<file path="config.mk">
export PLATFORM = sky130hd
export DESIGN_NAME = crc8_check_flat
export DESIGN_NICKNAME = d
export VERILOG_FILES = /design/src/rtl/crc_pkg.sv /design/src/rtl/crc8_check_if.sv /design/src/rtl/crc8_lfsr.sv /design/src/rtl/crc8_check.sv /design/src/flat_wrapper.sv
export SDC_FILE = /design/constraint.sdc
export NUM_CORES = 1
export LEC_CHECK = 0
export ABC_AREA = 0
export CELL_PAD_IN_SITES_DETAIL_PLACEMENT = 1
export CELL_PAD_IN_SITES_GLOBAL_PLACEMENT = 2
export CORE_ASPECT_RATIO = 1.25
export CORE_MARGIN = 5
export CORE_UTILIZATION = 26
export DETAILED_ROUTE_END_ITERATION = 10
export PLACE_DENSITY = 0.71
export SYNTH_ARGS = -nofsm -noshare
export SYNTH_HDL_FRONTEND = slang
export SYNTH_SLANG_ARGS = --single-unit
</file>
<file path="constraint.sdc">
create_clock -name clk -period 1.7 [get_ports clk]
set_input_delay 0.34 -clock clk [delete_from_list [all_inputs] [get_ports clk]]
set_output_delay 0.34 -clock clk [all_outputs]
set_load 0.005 [all_outputs]
</file>
<file path="src/rtl/crc_pkg.sv">
// rtl/crc_pkg.sv - shared CRC-8 constants, FSM encodings and serial step function
package crc_pkg;

    localparam logic [7:0] CRC8_POLY = 8'h07;
    localparam logic [7:0] CRC8_INIT = 8'h00;

    // One-hot state encodings shared by the CRC generator and checker FSMs
    typedef enum logic [3:0] {
        ST_IDLE    = 4'b0001,
        ST_PAYLOAD = 4'b0010,
        ST_CRC     = 4'b0100,
        ST_DONE    = 4'b1000
    } crc_state_t;

    // One MSB-first serial step of a non-reflected CRC-8
    function automatic logic [7:0] crc8_step(input logic [7:0] crc,
                                             input logic       din,
                                             input logic [7:0] poly);
        logic fb;
        fb = din ^ crc[7];
        return {crc[6:0], 1'b0} ^ (fb ? poly : 8'h00);
    endfunction

endpackage

</file>
<file path="src/rtl/crc8_check_if.sv">
// rtl/crc8_check_if.sv - serial frame input and parallel result bundle of the CRC-8 checker
interface crc8_check_if #(
    parameter int DATA_BITS = 32
);
    logic                 frame_start;
    logic                 data;
    logic                 data_valid;
    logic                 busy;
    logic [DATA_BITS-1:0] payload;
    logic [7:0]           rx_crc;
    logic [7:0]           calc_crc;
    logic                 frame_done;
    logic                 crc_ok;
    logic                 crc_err;

    modport master (
        output frame_start, data, data_valid,
        input  busy, payload, rx_crc, calc_crc, frame_done, crc_ok, crc_err
    );

    modport slave (
        input  frame_start, data, data_valid,
        output busy, payload, rx_crc, calc_crc, frame_done, crc_ok, crc_err
    );
endinterface

</file>
<file path="src/rtl/crc8_lfsr.sv">
// rtl/crc8_lfsr.sv - serial CRC-8 step register with synchronous clear
module crc8_lfsr
    import crc_pkg::*;
#(
    parameter logic [7:0] POLY = CRC8_POLY,
    parameter logic [7:0] INIT = CRC8_INIT
) (
    input  logic       clk,
    input  logic       rst_n,
    input  logic       clear,
    input  logic       en,
    input  logic       din,
    output logic [7:0] crc
);

    // Clear wins over en so a restart never folds in a bit from the old frame
    always_ff @(posedge clk) begin
        if (!rst_n) begin
            crc <= INIT;
        end else if (clear) begin
            crc <= INIT;
        end else if (en) begin
            crc <= crc8_step(crc, din, POLY);
        end
    end

endmodule

</file>
<file path="src/rtl/crc8_check.sv">
// rtl/crc8_check.sv - serial CRC-8 frame receiver and checker
module crc8_check
    import crc_pkg::*;
#(
    parameter int         DATA_BITS = 32,
    parameter logic [7:0] POLY      = CRC8_POLY,
    parameter logic [7:0] INIT      = CRC8_INIT
) (
    input  logic        clk,
    input  logic        rst_n,
    crc8_check_if.slave bus
);

    localparam int             CW       = $clog2(DATA_BITS + 1);
    localparam logic [CW-1:0]  LAST_BIT = CW'(DATA_BITS - 1);

    crc_state_t           state;
    crc_state_t           state_next;
    logic [CW-1:0]        bit_cnt;
    logic [2:0]           crc_cnt;
    logic [DATA_BITS-1:0] payload_r;
    logic [7:0]           rx_crc_r;
    logic [7:0]           calc_crc_w;
    logic                 crc_ok_r;
    logic                 crc_err_r;
    logic                 pay_accept;
    logic                 crc_accept;
    logic                 busy_w;
    logic                 done_w;

    // A bit coinciding with frame_start belongs to neither frame and is dropped
    assign pay_accept = bus.data_valid && !bus.frame_start && (state == ST_PAYLOAD);
    assign crc_accept = bus.data_valid && !bus.frame_start && (state == ST_CRC);

    always_ff @(posedge clk) begin
        if (!rst_n) begin
            state <= ST_IDLE;
        end else begin
            state <= state_next;
        end
    end

    always_comb begin
        state_next = state;
        busy_w     = 1'b0;
        done_w     = 1'b0;
        unique case (state)
            ST_IDLE: begin
                state_next = ST_IDLE;
            end
            ST_PAYLOAD: begin
                busy_w = 1'b1;
                if (pay_accept && (bit_cnt == LAST_BIT)) begin
                    state_next = ST_CRC;
                end
            end
            ST_CRC: begin
                busy_w = 1'b1;
                if (crc_accept && (crc_cnt == 3'd7)) begin
                    state_next = ST_DONE;
                end
            end
            ST_DONE: begin
                done_w     = 1'b1;
                state_next = ST_IDLE;
            end
            default: begin
                state_next = ST_IDLE;
            end
        endcase
        if (bus.frame_start) begin
            state_next = ST_PAYLOAD;
        end
    end

    always_ff @(posedge clk) begin
        if (!rst_n) begin
            bit_cnt   <= '0;
            crc_cnt   <= '0;
            payload_r <= '0;
            rx_crc_r  <= '0;
            crc_ok_r  <= 1'b0;
            crc_err_r <= 1'b0;
        end else if (bus.frame_start) begin
            bit_cnt   <= '0;
            crc_cnt   <= '0;
            crc_ok_r  <= 1'b0;
            crc_err_r <= 1'b0;
        end else if (pay_accept) begin
            payload_r <= (payload_r << 1) | DATA_BITS'(bus.data);
            bit_cnt   <= bit_cnt + 1'b1;
        end else if (crc_accept) begin
            rx_crc_r <= {rx_crc_r[6:0], bus.data};
            crc_cnt  <= crc_cnt + 1'b1;
            // Verdict uses the completed byte, since rx_crc_r lags by one bit here
            if (crc_cnt == 3'd7) begin
                crc_ok_r  <= ({rx_crc_r[6:0], bus.data} == calc_crc_w);
                crc_err_r <= ({rx_crc_r[6:0], bus.data} != calc_crc_w);
            end
        end
    end

    crc8_lfsr #(
        .POLY (POLY),
        .INIT (INIT)
    ) u_lfsr (
        .clk   (clk),
        .rst_n (rst_n),
        .clear (bus.frame_start),
        .en    (pay_accept),
        .din   (bus.data),
        .crc   (calc_crc_w)
    );

    assign bus.busy       = busy_w;
    assign bus.frame_done = done_w;
    assign bus.payload    = payload_r;
    assign bus.rx_crc     = rx_crc_r;
    assign bus.calc_crc   = calc_crc_w;
    assign bus.crc_ok     = crc_ok_r;
    assign bus.crc_err    = crc_err_r;

endmodule

</file>
<file path="src/flat_wrapper.sv">
// flat-port wrapper written by rule: the top's interface ports become plain ports
module crc8_check_flat import crc_pkg::*;
#(
    parameter int         DATA_BITS = 32,
    parameter logic [7:0] POLY      = CRC8_POLY,
    parameter logic [7:0] INIT      = CRC8_INIT
)
  (clk, rst_n, bus_frame_start, bus_data, bus_data_valid, bus_busy, bus_payload, bus_rx_crc, bus_calc_crc, bus_frame_done, bus_crc_ok, bus_crc_err);
  crc8_check_if #(.DATA_BITS(DATA_BITS)) bus_i ();
  input  logic clk;
  input  logic rst_n;
  input wire logic [$bits(bus_i.frame_start)-1:0] bus_frame_start;
  input wire logic [$bits(bus_i.data)-1:0] bus_data;
  input wire logic [$bits(bus_i.data_valid)-1:0] bus_data_valid;
  output wire logic [$bits(bus_i.busy)-1:0] bus_busy;
  output wire logic [$bits(bus_i.payload)-1:0] bus_payload;
  output wire logic [$bits(bus_i.rx_crc)-1:0] bus_rx_crc;
  output wire logic [$bits(bus_i.calc_crc)-1:0] bus_calc_crc;
  output wire logic [$bits(bus_i.frame_done)-1:0] bus_frame_done;
  output wire logic [$bits(bus_i.crc_ok)-1:0] bus_crc_ok;
  output wire logic [$bits(bus_i.crc_err)-1:0] bus_crc_err;
  assign bus_i.frame_start = bus_frame_start;
  assign bus_i.data = bus_data;
  assign bus_i.data_valid = bus_data_valid;
  assign bus_busy = bus_i.busy;
  assign bus_payload = bus_i.payload;
  assign bus_rx_crc = bus_i.rx_crc;
  assign bus_calc_crc = bus_i.calc_crc;
  assign bus_frame_done = bus_i.frame_done;
  assign bus_crc_ok = bus_i.crc_ok;
  assign bus_crc_err = bus_i.crc_err;
  crc8_check #(.DATA_BITS(DATA_BITS), .POLY(POLY), .INIT(INIT)) u_core (.clk(clk), .rst_n(rst_n), .bus(bus_i));
endmodule
</file>
== Word level (Yosys, flattened, before mapping) ==
Cells that the tools add are included.

* Word-level logic and storage cells: 49
* Input bits: 5
* Register bits after elaboration: 63
* Output and inout port bits: 52

* Eq/ne operators: 11
* Add/subtract/negate cells: 2
* Reduce and logical (&&, ||, !) cells: 14
* Multiplexer cells: 7
* Bitwise gates (word level): 6

{| class="wikitable"
|+ Operator list
! kind !! count
|-
| $or A32 B1 Y32 || 1
|-
| $eq A8 B8 Y1 || 1
|-
| $mux W4 || 2
|-
| $ne A8 B8 Y1 || 1
|-
| $pmux W4 S2 || 1
|-
| $reduce_and A2 Y1 || 4
|-
| $xor A8 B3 Y8 || 1
|-
| $add A6 B1 Y6 const B || 1
|-
| $eq A6 B5 Y1 const B || 1
|-
| $ne A3 B3 Y1 const B || 2
|-
| $reduce_and A3 Y1 || 2
|-
| $logic_and A1 B1 Y1 || 5
|-
| $eq A4 B2 Y1 const B || 1
|-
| $eq A4 B3 Y1 const B || 1
|-
| $eq A4 B4 Y1 const B || 1
|-
| $ne A2 B2 Y1 const B || 2
|-
| $reduce_or A2 Y1 || 2
|-
| $add A3 B1 Y3 const B || 1
|-
| $eq A3 B3 Y1 const B || 1
|-
| $mux W3 || 1
|-
| $not A1 Y1 || 3
|-
| $mux W1 || 2
|-
| $mux W2 || 1
|-
| $logic_not A1 Y1 || 1
|-
| $xor A1 B1 Y1 || 1
|}

== Longest topological paths before layout ==
* Depth in word-level cells: 7
* Gate-level depth with buffers: 6
* Mapped depth without buffers: 5

== By module ==
From an unflattened synthesis, not the netlist that was laid out.

* Cell total of the unflattened synthesis: 291
* Area, all modules: 2582.5 um2

{| class="wikitable"
|+ By module, submodules not included
! module !! area each (um2) !! cells an instance !! times used !! seq. area each (um2)
|-
| crc8_check || 2239.6 || 258 || 1 || 1101.1
|-
| crc8_lfsr || 342.8 || 33 || 1 || 160.2
|}

== Worst setup path before layout ==
Ideal clock, no wire load.

* Path type: register to register
* Start: register u_core.state[0]
* End: register u_core.bit_cnt[1]
* Stages on the path, launching flop included: 7
* Data arrival time: 1.440 ns
* Buffers on the path: 2
* Library setup time: 0.132 ns
* Clock period less this slack: 1.572 ns
* Slack: 0.128 ns
* Cell sequence: dfxtp_1 -> or4b_1 -> buf_4 -> nand2b_1 -> buf_2 -> nand2_1 -> a21oi_1

* Longest elaborated chain between the ends: 2

{| class="wikitable"
|+ RTL lines
! item !! RTL line !! text
|-
| from (decl) || crc8_check.sv:17 || <nowiki>crc_state_t state;</nowiki>
|-
| from (signal assigned) || crc8_check.sv:39 || <nowiki>state <= state_next;</nowiki>
|-
| $eq A4 B2 Y1 || crc8_check.sv:32 || <nowiki>assign pay_accept = bus.data_valid && !bus.frame_start && (state == ST_PAYLOAD);</nowiki>
|-
| $logic_and A1 B1 Y1 || crc8_check.sv:32 ||
|-
| to (signal assigned) || crc8_check.sv:91 || <nowiki>bit_cnt <= bit_cnt + 1'b1;</nowiki>
|-
| to (decl) || crc8_check.sv:19 || <nowiki>logic [CW-1:0] bit_cnt;</nowiki>
|}

No other way between the ends.
A chain may end at the register's enable or synchronous reset.

== Final worst setup path ==
* Start: register u_core.state[3]
* End: output port bus_busy

* Longest elaborated chain between the ends: 3
* Elaborated cells on any way between the ends: 4
* Those cells by class: eq/ne (2); mux (1); reduce/logical (1)

{| class="wikitable"
|+ RTL lines
! item !! RTL line !! text
|-
| $eq A4 B3 Y1 or $eq A4 B2 Y1 (tied branches) || crc8_check.sv:47 || <nowiki>unique case (state)</nowiki>
|-
| $reduce_or A2 Y1 (no line) (*) || - ||
|-
| $mux W1 (*) || crc8_check.sv:47 ||
|-
| to (decl) || flat_wrapper.sv:15 || <nowiki>output wire logic [$bits(bus_i.busy)-1:0] bus_busy;</nowiki>
|}

Every way passes the cells marked *; elsewhere a longest branch is shown, timed or not.

==> results_dict.tcl <==
set metrics [dict create \
    setup_viol 2 \
    finalNetCount 384 \
    finalSetupTns_ns -0.0162 \
    violations "negative setup slack" \
    clock_path_buffers 2 \
    rsz0062_at_grt "true" \
    area_growth_pct 55.1 \
    yosysWarnings 0 \
    avgSynthCellArea_um2 8.62 \
    antenna_found_initial 0 \
    final.period_utilization 1.01 \
    vdd_ir_drop_max_mv 0.413 \
    root_buffer "clkbuf_16" \
    drive_gt1_frac 0.182 \
    drc 0 \
    finalInstanceArea_um2 3960 \
    wirelength_um 7070 \
    worstHoldStart "u_core.bus.payload[31]" \
    worst_ep_required_time_ns 1.36 \
    slew_viol_final 0 \
    worstSetupPathType "reg2out" \
    die_h_um 121 \
    placed_cells 483 \
    synth.top_cell.area_share 0.494 \
    drt_first_pass_iters 4 \
    critical_path_arrival_ns 1.37 \
    yosysSeqAreaShare 0.494 \
    cts_buffers 9 \
    crit_path_start "u_core.state[3]" \
    wl_per_cell_um 14.0 \
    grt_max_degree 36 \
    final_cells 505 \
    p_leak_nw 1.45 \
    synth-seq-cells 63 \
    core_um2 9610 \
    grt_pass1_vias 2293 \
    ios 57 \
    vias 2271 \
    final_cell_mix "nand2_1, dfxtp_1, clkdlybuf4s50_1" \
    final_common_cell "nand2_1" \
    tightest_slew_ns 0.387 \
    via_per_inst 4.50 \
    routabilityCongestion 0.703 \
    antenna_left 0 \
    p_per_area_nw_per_um2 823 \
    clkSinkCount 63 \
    clkTransAtPathRegs_ns 0.05 \
    initial_core_util 0.265 \
    min_period_ns 1.71 \
    fmax_mhz 585 \
    synth_top_cells_by_area "dfxtp_1, nand2_1, a21boi_0, a21boi_1, xor2_1" \
    dp_slack_ns -0.150 \
    grt_pass1_wl_um 11200 \
    syn_area_um2 2550 \
    yosysTopAreaCell "dfxtp_1" \
    clock_latency_ns 0.32 \
    place_area_um2 3410 \
    htree_num_levels 3 \
    synthCells 296 \
    die_area_um2 11900 \
    die_x_um 98.6 \
    ys_types 29 \
    finalPower_w 0.00326 \
    min-delay-path-class "reg2reg" \
    critPathCaptureType "output pin" \
    fin_skew_ns 0.00478 \
    r2r-start "u_core.state[3]" \
    final_hold_viol_count 0 \
    cap_violations 0 \
    max_slew_margin 0.740 \
    grt-ovfl-total 0 \
    numPortBuffers 56 \
    diodes 0 \
    synth_nets 304 \
    fin_ws_ns -0.00908 \
    fillers 1100 \
    start_kind "flop" \
    outcome "finished, violations left" \
    cts_tree "built" \
    rows 40 \
    drtIter0Drc 27 \
    path_max_fanout 2 \
    dpl.hpwl_um 4800 \
    track_usage 0.117 \
]
## metal layers
metal / routed length, µm / up-vias / GRT usage
met5: 0 / - / 0
li1: - / 1133 / -
met2: 3610 / 41 / 0.199
met1: 3090 / 1090 / 0.138
met4: 99 / 0 / 0.0564
met3: 264 / 7 / 0.0277
## critical path, stage by stage, from the launching register on
cell,delay (ns)
dfxtp_2,0.31
or4b_4,0.55
nand2_2,0.10
buf_6,0.09
## flip-flops by register name, summed over array words and instances (netlist names)
register and flops:
u_core.bus.payload 32, u_core.bus.rx_crc 8, u_core.u_lfsr.crc 8, u_core.bit_cnt 6, u_core.state 4, u_core.crc_cnt 3, u_core.bus.crc_err 1, u_core.bus.crc_ok 1
## layout make-up
type	instances	area [µm²]	share of cell area
clock buffer	13	260	0.0658
clock inverter	1	5.00	0.00126
inverter	2	7.51	0.00190
multi-input combinational	213	1310	0.332
sequential	63	1260	0.319
tap	126	158	0.0398
timing repair buffer	87	952	0.241
## metrics by stage
| stage | utilization | hold slack [ns] |
|---|---|---|
| final | 0.412 | 0.453 |
| after global routing | 0.412 | 0.482 |
| after CTS | 0.386 | 0.470 |
| after detailed placement | 0.355 | 0.463 |
| after global placement | 0.355 | 0.449 |
| after floorplan | - | 0.440 |
## synthesized netlist by cell type
library cell / number
buf_4: 3
nor4_4: 1
buf_2: 5
a21boi_1: 14
buf_6: 2
nand2_1: 96
xnor2_1: 8
clkbuf_1: 8
and3_1: 1
nor2_8: 1
nor4_1: 2
a211oi_1: 1
nor3b_1: 1
a22oi_1: 1
nor3_1: 4
nor2_1: 10
inv_1: 2
nand3_1: 14
o21ai_0: 1
nand2b_1: 3
dfxtp_1: 63
xor2_1: 9
nor4b_1: 2
or4b_1: 1
o21a_1: 1
a21oi_1: 12
a21boi_0: 26
ha_1: 3
nor2b_1: 1
## cell families (layout without fill, tap and decap cells)
group,after synthesis,in the layout,synth area share
simple gates,137,137,0.238
flops,63,63,0.494
compound gates,56,56,0.152
buf+inv,20,103,0.0422
xor+xnor,17,17,0.0584
fa+ha+maj,3,3,0.0147
## power breakdown
group          internal (W)  total [W]  switching (W)
sequential          0.00148    0.00148     0.00000197
combinational     0.0000721   0.000140      0.0000684
clock               0.00105    0.00163       0.000587
total               0.00260    0.00326       0.000657
## what timing repair did
item                       in CTS  in global routing
hold buffers                    0                  0
setup buffers                   0                  4
pin swaps                       1                 14
setup endpoints to repair      44                 35
gates resized for setup        10                 50
gates cloned                    0                  4
hold endpoints to repair        0                  0
## path summary, 6_finish.rpt
check / end / slack [ns] / depth (start not counted)
setup / recovery: bus_busy / -0.009 / 3
hold / removal: u_core.bus.payload[31] / 0.45 / 2
setup reg to reg: u_core.bit_cnt[0] / -0.009 / 7
hold reg to reg: u_core.bus.payload[31] / 0.45 / 2
No activity file was read; power rests on OpenSTA's default activity.
